<file path="src/rtl/alu_ctrl_pkg.sv">
`default_nettype none
// ============================================================================
// Module      : alu_ctrl_pkg
// Description : Shared ALU op classes, 5-bit ALU control codes and funct7
//               field constants used by the decoder and the ALU.
// Revision    : 1.0 - initial release
// ============================================================================
package alu_ctrl_pkg;

  // Op class from the main decoder
  typedef enum logic [3:0] {
    OP_ADDR  = 4'b0000,
    OP_ARITH = 4'b0001,
    OP_LOGIC = 4'b0010,
    OP_SHIFT = 4'b0011,
    OP_CMP   = 4'b0100,
    OP_ZBA   = 4'b0101
  } alu_op_e;

  // ALU select codes; 00000-10000 keep the legacy ALU map
  typedef enum logic [4:0] {
    CTRL_ADD       = 5'b00000,
    CTRL_SUB       = 5'b00001,
    CTRL_AND       = 5'b00010,
    CTRL_OR        = 5'b00011,
    CTRL_XOR       = 5'b00100,
    CTRL_SLL       = 5'b00101,
    CTRL_SRL       = 5'b00110,
    CTRL_SRA       = 5'b00111,
    CTRL_SLT       = 5'b01000,
    CTRL_SLTU      = 5'b01001,
    CTRL_SH1ADD    = 5'b01010,
    CTRL_SH2ADD    = 5'b01011,
    CTRL_SH3ADD    = 5'b01100,
    CTRL_ADD_UW    = 5'b01101,
    CTRL_SH1ADD_UW = 5'b01110,
    CTRL_SH2ADD_UW = 5'b01111,
    CTRL_SH3ADD_UW = 5'b10000,
    CTRL_ADDW      = 5'b10001,
    CTRL_SUBW      = 5'b10010,
    CTRL_SLLW      = 5'b10011,
    CTRL_SRLW      = 5'b10100,
    CTRL_SRAW      = 5'b10101,
    CTRL_SLLI_UW   = 5'b10110
  } alu_ctrl_e;

  // funct7 encodings
  localparam logic [6:0] c_f7_zero       = 7'b0000000;
  localparam logic [6:0] c_f7_alt        = 7'b0100000;
  localparam logic [6:0] c_f7_zba_sh     = 7'b0010000;
  localparam logic [6:0] c_f7_add_uw     = 7'b0000100;
  localparam logic [5:0] c_f7_slli_uw_hi = 6'b000010;

endpackage
`default_nettype wire

</file>
<file path="src/rtl/alu_ctrl_decode.sv">
`default_nettype none
// ============================================================================
// Module      : alu_ctrl_decode
// Description : Combinational ALU-control decode: op class + instruction
//               fields -> 5-bit ALU select and illegal flag.
// Revision    : 1.0 - initial release
// ============================================================================
module alu_ctrl_decode
  import alu_ctrl_pkg::*;
#(
  parameter int ENABLE_ZBA   = 1,
  parameter int ENABLE_RV64W = 1
) (
  input  logic [3:0] i_alu_op,
  input  logic [2:0] i_funct3,
  input  logic [6:0] i_funct7,
  input  logic       i_is_imm,
  input  logic       i_word,
  output logic [4:0] o_ctrl,
  output logic       o_illegal
);

  logic [4:0] w_ctrl;
  logic       w_legal;
  logic [6:0] w_f7_shift;
  logic       w_f7_zero;

  // Field decode; anything not explicitly matched stays illegal
  always_comb begin
    w_ctrl     = CTRL_ADD;
    w_legal    = 1'b0;
    // RV64 immediate shifts use funct7[0] as shamt[5]
    w_f7_shift = (i_is_imm && !i_word) ? {i_funct7[6:1], 1'b0} : i_funct7;
    // I-type forms of logic/compare carry immediate bits in funct7
    w_f7_zero  = i_is_imm || (i_funct7 == c_f7_zero);

    case (i_alu_op)
      OP_ADDR: begin
        w_ctrl  = CTRL_ADD;
        w_legal = 1'b1;
      end
      OP_ARITH: begin
        if (i_funct3 == 3'b000) begin
          if (i_is_imm || (i_funct7 == c_f7_zero)) begin
            w_ctrl  = i_word ? CTRL_ADDW : CTRL_ADD;
            w_legal = 1'b1;
          end else if (i_funct7 == c_f7_alt) begin
            w_ctrl  = i_word ? CTRL_SUBW : CTRL_SUB;
            w_legal = 1'b1;
          end
        end
      end
      OP_LOGIC: begin
        if (!i_word && w_f7_zero) begin
          case (i_funct3)
            3'b111:  begin w_ctrl = CTRL_AND; w_legal = 1'b1; end
            3'b110:  begin w_ctrl = CTRL_OR;  w_legal = 1'b1; end
            3'b100:  begin w_ctrl = CTRL_XOR; w_legal = 1'b1; end
            default: w_legal = 1'b0;
          endcase
        end
      end
      OP_SHIFT: begin
        case (i_funct3)
          3'b001: begin
            if (w_f7_shift == c_f7_zero) begin
              w_ctrl  = i_word ? CTRL_SLLW : CTRL_SLL;
              w_legal = 1'b1;
            end
          end
          3'b101: begin
            if (w_f7_shift == c_f7_zero) begin
              w_ctrl  = i_word ? CTRL_SRLW : CTRL_SRL;
              w_legal = 1'b1;
            end else if (w_f7_shift == c_f7_alt) begin
              w_ctrl  = i_word ? CTRL_SRAW : CTRL_SRA;
              w_legal = 1'b1;
            end
          end
          default: w_legal = 1'b0;
        endcase
      end
      OP_CMP: begin
        if (!i_word && w_f7_zero) begin
          case (i_funct3)
            3'b010:  begin w_ctrl = CTRL_SLT;  w_legal = 1'b1; end
            3'b011:  begin w_ctrl = CTRL_SLTU; w_legal = 1'b1; end
            default: w_legal = 1'b0;
          endcase
        end
      end
      OP_ZBA: begin
        if (i_is_imm) begin
          if (i_word && (i_funct3 == 3'b001) && (i_funct7[6:1] == c_f7_slli_uw_hi)) begin
            w_ctrl  = CTRL_SLLI_UW;
            w_legal = 1'b1;
          end
        end else if (i_funct7 == c_f7_zba_sh) begin
          case (i_funct3)
            3'b010:  begin w_ctrl = i_word ? CTRL_SH1ADD_UW : CTRL_SH1ADD; w_legal = 1'b1; end
            3'b100:  begin w_ctrl = i_word ? CTRL_SH2ADD_UW : CTRL_SH2ADD; w_legal = 1'b1; end
            3'b110:  begin w_ctrl = i_word ? CTRL_SH3ADD_UW : CTRL_SH3ADD; w_legal = 1'b1; end
            default: w_legal = 1'b0;
          endcase
        end else if (i_word && (i_funct7 == c_f7_add_uw) && (i_funct3 == 3'b000)) begin
          w_ctrl  = CTRL_ADD_UW;
          w_legal = 1'b1;
        end
        if (ENABLE_ZBA == 0) begin
          w_legal = 1'b0;
        end
      end
      default: w_legal = 1'b0;
    endcase

    if ((ENABLE_RV64W == 0) && i_word) begin
      w_legal = 1'b0;
    end
  end

  assign o_ctrl    = w_legal ? w_ctrl : CTRL_ADD;
  assign o_illegal = ~w_legal;

endmodule
`default_nettype wire

</file>
<file path="src/rtl/alu_ctrl_pipe.sv">
`default_nettype none
// ============================================================================
// Module      : alu_ctrl_pipe
// Description : ALU-control decode followed by a two-entry skid buffer
//               (R0 output register, R1 skid register) with flush and a
//               saturating count of delivered illegal ops.
// Revision    : 1.0 - initial release
// ============================================================================
module alu_ctrl_pipe
  import alu_ctrl_pkg::*;
#(
  parameter int TAG_W        = 8,
  parameter int CNT_W        = 16,
  parameter int ENABLE_ZBA   = 1,
  parameter int ENABLE_RV64W = 1
) (
  input  logic             clk,
  input  logic             rst_n,
  input  logic             flush,
  input  logic             in_valid,
  output logic             in_ready,
  input  logic [3:0]       in_alu_op,
  input  logic [2:0]       in_funct3,
  input  logic [6:0]       in_funct7,
  input  logic             in_is_imm,
  input  logic             in_word,
  input  logic [TAG_W-1:0] in_tag,
  output logic             out_valid,
  input  logic             out_ready,
  output logic [4:0]       out_alu_ctrl,
  output logic             out_illegal,
  output logic [TAG_W-1:0] out_tag,
  output logic [CNT_W-1:0] illegal_cnt
);

  logic [4:0]       w_dec_ctrl;
  logic             w_dec_illegal;
  logic             w_in_fire;
  logic             w_out_fire;

  logic             r_r0_valid;
  logic [4:0]       r_r0_ctrl;
  logic             r_r0_illegal;
  logic [TAG_W-1:0] r_r0_tag;
  logic             r_r1_valid;
  logic [4:0]       r_r1_ctrl;
  logic             r_r1_illegal;
  logic [TAG_W-1:0] r_r1_tag;
  logic [CNT_W-1:0] r_illegal_cnt;

  alu_ctrl_decode #(
    .ENABLE_ZBA   (ENABLE_ZBA),
    .ENABLE_RV64W (ENABLE_RV64W)
  ) u_decode (
    .i_alu_op  (in_alu_op),
    .i_funct3  (in_funct3),
    .i_funct7  (in_funct7),
    .i_is_imm  (in_is_imm),
    .i_word    (in_word),
    .o_ctrl    (w_dec_ctrl),
    .o_illegal (w_dec_illegal)
  );

  // in_ready comes straight from a flop: no combinational path from in_valid/out_ready
  assign in_ready   = ~r_r1_valid;
  assign w_in_fire  = in_valid & in_ready;
  assign w_out_fire = r_r0_valid & out_ready;

  // Skid buffer: fill R0 when empty/draining, else R1; R1 refills R0 on drain
  always_ff @(posedge clk) begin
    if (!rst_n) begin
      r_r0_valid   <= 1'b0;
      r_r0_ctrl    <= CTRL_ADD;
      r_r0_illegal <= 1'b0;
      r_r0_tag     <= '0;
      r_r1_valid   <= 1'b0;
      r_r1_ctrl    <= CTRL_ADD;
      r_r1_illegal <= 1'b0;
      r_r1_tag     <= '0;
    end else if (flush) begin
      r_r0_valid <= 1'b0;
      r_r1_valid <= 1'b0;
    end else if (r_r1_valid) begin
      // in_ready is low here, so no new op can arrive this cycle
      if (w_out_fire) begin
        r_r0_ctrl    <= r_r1_ctrl;
        r_r0_illegal <= r_r1_illegal;
        r_r0_tag     <= r_r1_tag;
        r_r1_valid   <= 1'b0;
      end
    end else if (w_in_fire) begin
      if (!r_r0_valid || out_ready) begin
        r_r0_valid   <= 1'b1;
        r_r0_ctrl    <= w_dec_ctrl;
        r_r0_illegal <= w_dec_illegal;
        r_r0_tag     <= in_tag;
      end else begin
        r_r1_valid   <= 1'b1;
        r_r1_ctrl    <= w_dec_ctrl;
        r_r1_illegal <= w_dec_illegal;
        r_r1_tag     <= in_tag;
      end
    end else if (w_out_fire) begin
      r_r0_valid <= 1'b0;
    end
  end

  // Saturating count of illegal ops handed downstream; flush does not touch it
  always_ff @(posedge clk) begin
    if (!rst_n) begin
      r_illegal_cnt <= '0;
    end else if (w_out_fire && r_r0_illegal && (r_illegal_cnt != {CNT_W{1'b1}})) begin
      r_illegal_cnt <= r_illegal_cnt + CNT_W'(1);
    end
  end

  assign out_valid    = r_r0_valid;
  assign out_alu_ctrl = r_r0_ctrl;
  assign out_illegal  = r_r0_illegal;
  assign out_tag      = r_r0_tag;
  assign illegal_cnt  = r_illegal_cnt;

endmodule
`default_nettype wire

</file>
<file path="config.mk">
export PLATFORM = sky130hd
export DESIGN_NAME = alu_ctrl_pipe
export DESIGN_NICKNAME = d
export VERILOG_FILES = /design/src/rtl/alu_ctrl_pkg.sv /design/src/rtl/alu_ctrl_decode.sv /design/src/rtl/alu_ctrl_pipe.sv
export SDC_FILE = /design/constraint.sdc
export NUM_CORES = 1
export LEC_CHECK = 0
export CORE_MARGIN = 5
export CORE_UTILIZATION = 45
export CTS_BUF_LIST = sky130_fd_sc_hd__clkbuf_4
export DETAILED_ROUTE_END_ITERATION = 8
export GPL_TIMING_DRIVEN = 0
export PLACE_DENSITY_LB_ADDON = 0.08
export SLEW_MARGIN = 5
export SYNTH_ARGS = -nofsm -noshare
export SYNTH_HDL_FRONTEND = slang
export SYNTH_SLANG_ARGS = --single-unit
</file>
<file path="constraint.sdc">
create_clock -name clk -period 2.9 [get_ports clk]
set_clock_uncertainty 0.15 [all_clocks]
set_input_delay 0.435 -clock clk [delete_from_list [all_inputs] [get_ports clk]]
set_output_delay 0.435 -clock clk [all_outputs]
set_load 0.03 [all_outputs]
</file>
# Yosys cells after proc, flatten, opt, wreduce, memory -nomap -nowiden
# Cells that the tools add are included.
# totals
reg_bits	46
latchBits	0
mem_bits_rw	0
mem_bits_ro	0
input_bits	29
out_inout_bits	32
mem_count	0
# classes
addsub	1
multipliers	0
n_div	0
n_lt_le_gt_ge	0
eq_ne	20
shift	0
n_mux	63
bitwise_logic	7
reduce_logical	26
# ops
operator	n
$mux W5	22
$mux W8	4
$mux W1	27
$pmux W5 S5	1
$add A16 B1 Y16 const B	1
$ne A16 B16 Y1 const B	1
$pmux W5 S3	1
$eq A7 B6 Y1 const B	2
$logic_not A7 Y1	2
$eq A3 B3 Y1 const B	4
$pmux W5 S2	1
$pmux W3 S3	1
$eq A4 B2 Y1 const B	2
$eq A4 B3 Y1 const B	2
$logic_and A1 B1 Y1	8
$pmux W4 S2	1
$reduce_and A4 Y1	2
$eq A7 B3 Y1 const B	1
$eq A7 B5 Y1 const B	1
$eq A3 B2 Y1 const B	2
$eq A6 B2 Y1 const B	1
$mux W3	2
$pmux W1 S6	1
$reduce_bool A2 Y1	3
15 further kinds	24

# Depth between registers and ports, before layout
# logic_depth
ltp_word	12
mapped_depth	7

# Modules after synthesis
# From an unflattened synthesis, not the netlist that was laid out.
# unflattened
cells_unflattened	314
hier_area_um2	2730.1
# by_module_without_submodules
module	instances	cells_each	area_per_inst_um2	seq_area_each_um2
alu_ctrl_pipe	1	222	2068.2	920.9
alu_ctrl_decode	1	92	661.9	0.0

# Worst setup path before layout
# No wires, ideal clock.
# synth_path
path_type	flip-flop to flip-flop
start	reg r_illegal_cnt[0] (netlist: illegal_cnt[0])
end	reg r_illegal_cnt[11] (netlist: illegal_cnt[11])
setup_ns	0.115
arrival_ns	1.816
required_time_ns	2.635
path_slack_ns	0.819
stages_incl_launch_ff	7
n_path_buf	0
cell_sequence	dfxtp_1 -> ha_1 -> and3_4 -> a21o_2 -> or4_1 -> xnor2_1 -> and2_1
# synth_via
elab_chain_cells	2
word_cells_on_any_way	3
cone_classes	add/sub (1); eq/ne (1); reduce/logical (1)
# synth_rtl
element	line	rtl
start: declaration	alu_ctrl_pipe.sv:49	logic [CNT_W-1:0] r_illegal_cnt;
start signal: assignment	alu_ctrl_pipe.sv:113	r_illegal_cnt <= r_illegal_cnt + CNT_W'(1);
branches (longest 2 deep; another with $add A16 B1 Y16)	-	
# Parallel ways; which one is timed is not known.
# A chain may end at the register's enable or synchronous reset.

# Worst setup path in the final report
# layout_path
start	in in_funct7[5]
end	reg r_r1_illegal
# layout_via
elab_chain_cells	8
word_cells_on_any_way	27
cone_classes	eq/ne (5); mux (14); bitwise (1); reduce/logical (7)
# layout_rtl
element	line	rtl
start: declaration	alu_ctrl_pipe.sv:24	input logic [6:0] in_funct7,
$eq A7 B3 Y1	alu_ctrl_decode.sv:105	end else if (i_word && (i_funct7 == c_f7_add_uw) && (i_funct3 == 3'b000)) begin
$logic_and A1 B1 Y1 (2 in series)	alu_ctrl_decode.sv:105	
$mux W1	alu_ctrl_decode.sv:105	
$mux W1	alu_ctrl_decode.sv:98	end else if (i_funct7 == c_f7_zba_sh) begin
$mux W1	alu_ctrl_decode.sv:93	if (i_is_imm) begin
$pmux W1 S6 *	alu_ctrl_decode.sv:37	case (i_alu_op)
$not A1 Y1 *	alu_ctrl_decode.sv:122	assign o_illegal = ~w_legal;
end signal: assignment	alu_ctrl_pipe.sv:100	r_r1_illegal <= w_dec_illegal;
end: declaration	alu_ctrl_pipe.sv:47	logic r_r1_illegal;
# Mark *: on every way between the ends. The rest lies on a longest branch, timed or not.

==> results.md <==
* Status: finished, final reports clean
* Skew-Pair Late Insertion Delay at 0.36 ns
* CP endpoint kind: flip-flop
* Synth area leaders: dfxtp_1 36%, nor2_1 5.3%, nand2_1 5.2%
* Peak VDD IR at around 0.22 mV
* Chip height at 84.9 um
* Area leader, netlist: dfxtp_1
* Fmax at about 440 MHz
* DR vias/cell at roughly 5.5
* Cell repeated most along the worst path: nor2_1
* Fin util at about three fifths
* Layout cells sized above 1 at 8.00%
* Fillcell total at 522
* Clock sinks at 46
* Asr flop ratio synth at 0%
* DR vias at 2,456
* Syn Area/Cell at 8.18 um^2
* Most frequent cells in the layout: 58 x clkdlybuf4s50_1, 46 x dfxtp_1, 36 x nor2_1
* GRT Util Overall at a little under a fifth
* Unrepaired setup endpoints after global routing: false
* Switch share at approximately a quarter
* Average wire per standard cell at between 10 and 15 um
* HP Class: in -> reg
* Largest net degree at the start of global routing at 16
* PwrDens at 379 nW/um^2
* Synth warnings at 0
* Clk pwr share at 32.2%
* NetSw at 0.000328 W
* Setup TNS at 0 ns
* CTS root buf: clkbuf_4
* Post-Syn Nets at approximately 340
* Most common cell after layout, fill and taps aside: clkdlybuf4s50_1
* Netlist cell types at around 60
* Total core area at 5470 um^2
* Max clock buf depth at 2
* Slew margin rel. at a little under half
* Detail Placement HPWL at around 4900 um
* Part of the cycle the worst path needs at around 78%
* Max stage delay on crit path at about 0.64 ns
* LEAKAGE at 1.16 nW
* CP Class: in -> reg
* Synth-to-layout area growth at 29.8%
* Comb power frac at 15.1%
* WP data required at between 3 and 4 ns
* Synth Cell Area at about 2500 um^2
* Top FF cell, synth: dfxtp_1
* Cts bufs inserted at 5
* Initial DRC Count at 83
* Resized cells post-CTS at 0
* Initial core utilization at between 40% and 50%
* Hold Buf Count CTS at 0
* Worst-path clk slew at about 0.14 ns
* Full die area at around 7200 um^2
* Peak fanout along the critical path at 8
* Internal power at a little over 0.0009 W
* Post-synthesis cell count at ~310
* Initial antenna violation count at 0
* Rows at 27
* Seq pwr share at around 53%
* Post-layout min period at approximately 2.3 ns
* Critical Path Source Type: input port
* Yosys reg bits at 46
* Top-area cell type share of the netlist area at 36.5%
* N_diodes at 0
* Routability cong. at slightly below 0.9
* Max Slew Vio Count at 0
* Grt ovf at 0
* Worst path arrival time at between 2 and 2.5 ns
* Max-cap violations at 0
* I/O pins at slightly above 60
* DR pass1 iterations at 4
* Post-synth EDFFs at 0
* TritonCTS clock tree: yes
* Htree depth at 2
* Crit path buffers/inverters at 1
* Number of setup buffers added after CTS at 0
* Total Power at between 0.001 and 0.0015 W
* DRC errors left at 0
* Worst-margin pin slew at 0.788 ns
* WL final at 6510 um
* Vias in the first global route at between 2,000 and 2,500
* Design area at ~3300 um^2
* Placed Area at approximately 3200 um^2
* Worst-path cell chain: clkdlybuf4s50_1, nor2_1, a31oi_1, nor2_1, a2111oi_1, nand3_1, a21oi_1
* Slowest CP cell: clkdlybuf4s50_1
* Sequential fraction of the synthesis area at a little over a third
* Layout Nets at 404
* Crit path max-delay family: compound AO/OA/AOI/OAI gates
* Port-buffer cells at 58
* Die Width at approximately 85 um
* Hold Vio Cnt, Final at 0
* # setup viols final at 0
* DRT antenna net count at 0
* First-pass GRT wire length at 10,900 um
## cell families (layout without fill, tap and decap cells)
kind of cell,count (synthesis),in the layout,share of synthesized area (%)
mux,8,8,3.17
simple gates,146,146,32.2
xor+xnor,14,14,4.85
fa+ha+maj,1,1,0.495
compound gates,70,70,18.4
buf+inv,24,90,4.46
flops,46,46,36.5
## tightest hold or removal path, stage by stage
cell and delay, ns:
clkbuf_1 0.17, nand2b_1 0.13, a21oi_1 0.04
## sequential cells by signal, summed over array words and instances, names as in the netlist, 5 cells and up
signal        count
out_alu_ctrl      5
out_tag           8
r_r1_tag          8
illegal_cnt      16
r_r1_ctrl         5
## through the flow
step	setup WS [ns]	std cells	hold slack, ns
finish	0.631	447	0.297
global route	0.449	447	0.321
CTS	0.666	447	0.277
detailed placement	0.307	439	0.298
global placement	0.311	439	0.292
floorplan	0.819	309	0.286
## final cells by class
type / count / area, um^2 / share of cell area (%)
clock inverter: 3 / 43.8 / 1.34
inverter: 9 / 33.8 / 1.03
timing repair buffer: 58 / 581 / 17.7
multi-input combinational: 239 / 1490 / 45.5
tap: 72 / 90.1 / 2.75
clock buffer: 5 / 37.5 / 1.15
sequential: 46 / 921 / 28.1
buffer: 15 / 78.8 / 2.40
## cell usage after synthesis, drive strengths merged, types with 4 or more instances
cell	n
nor4	6
a31oi	5
a211oi	12
nor3b	4
a21oi	18
xnor2	6
clkbuf	6
nor3	5
nand2b	8
nor4b	4
inv	8
nand4	10
buf	9
nor2b	4
nor2	39
nand3	12
o21ai	13
nand2	35
mux2i	8
and3	5
xor2	8
dfxtp	46
## power groups by stage
stage          registers [W]  logic [W]  clock network [W]
2_1_floorplan       0.000689  0.0000751                  0
3_3_place_gp        0.000668   0.000187                  0
3_5_place_dp        0.000668   0.000188                  0
4_1_cts             0.000654   0.000189           0.000411
5_1_grt             0.000656   0.000205           0.000435
6_report            0.000654   0.000188           0.000400
## final timing paths
| kind | startpoint | to | depth (start not counted) | slack [ns] |
|---|---|---|---|---|
| worst min-delay path | rst_n | out_valid | 3 | 0.30 |
| worst max register to register | illegal_cnt[0] | illegal_cnt[11] | 6 | 0.84 |
| worst min register to register | r_r1_tag[3] | r_r1_tag[3] | 2 | 0.31 |
| worst max-delay path | in_funct7[5] | r_r1_illegal | 7 | 0.63 |
## per-layer routing
layer / track usage [%] / wire, um / vias up
met2: 30.9 / 3070 / 57
met4: 4.32 / 95 / 0
met1: 24.0 / 3030 / 1137
met5: 0 / 0 / -
met3: 3.59 / 318 / 10
li1: - / - / 1252
(Power assumes the default switching activity.)
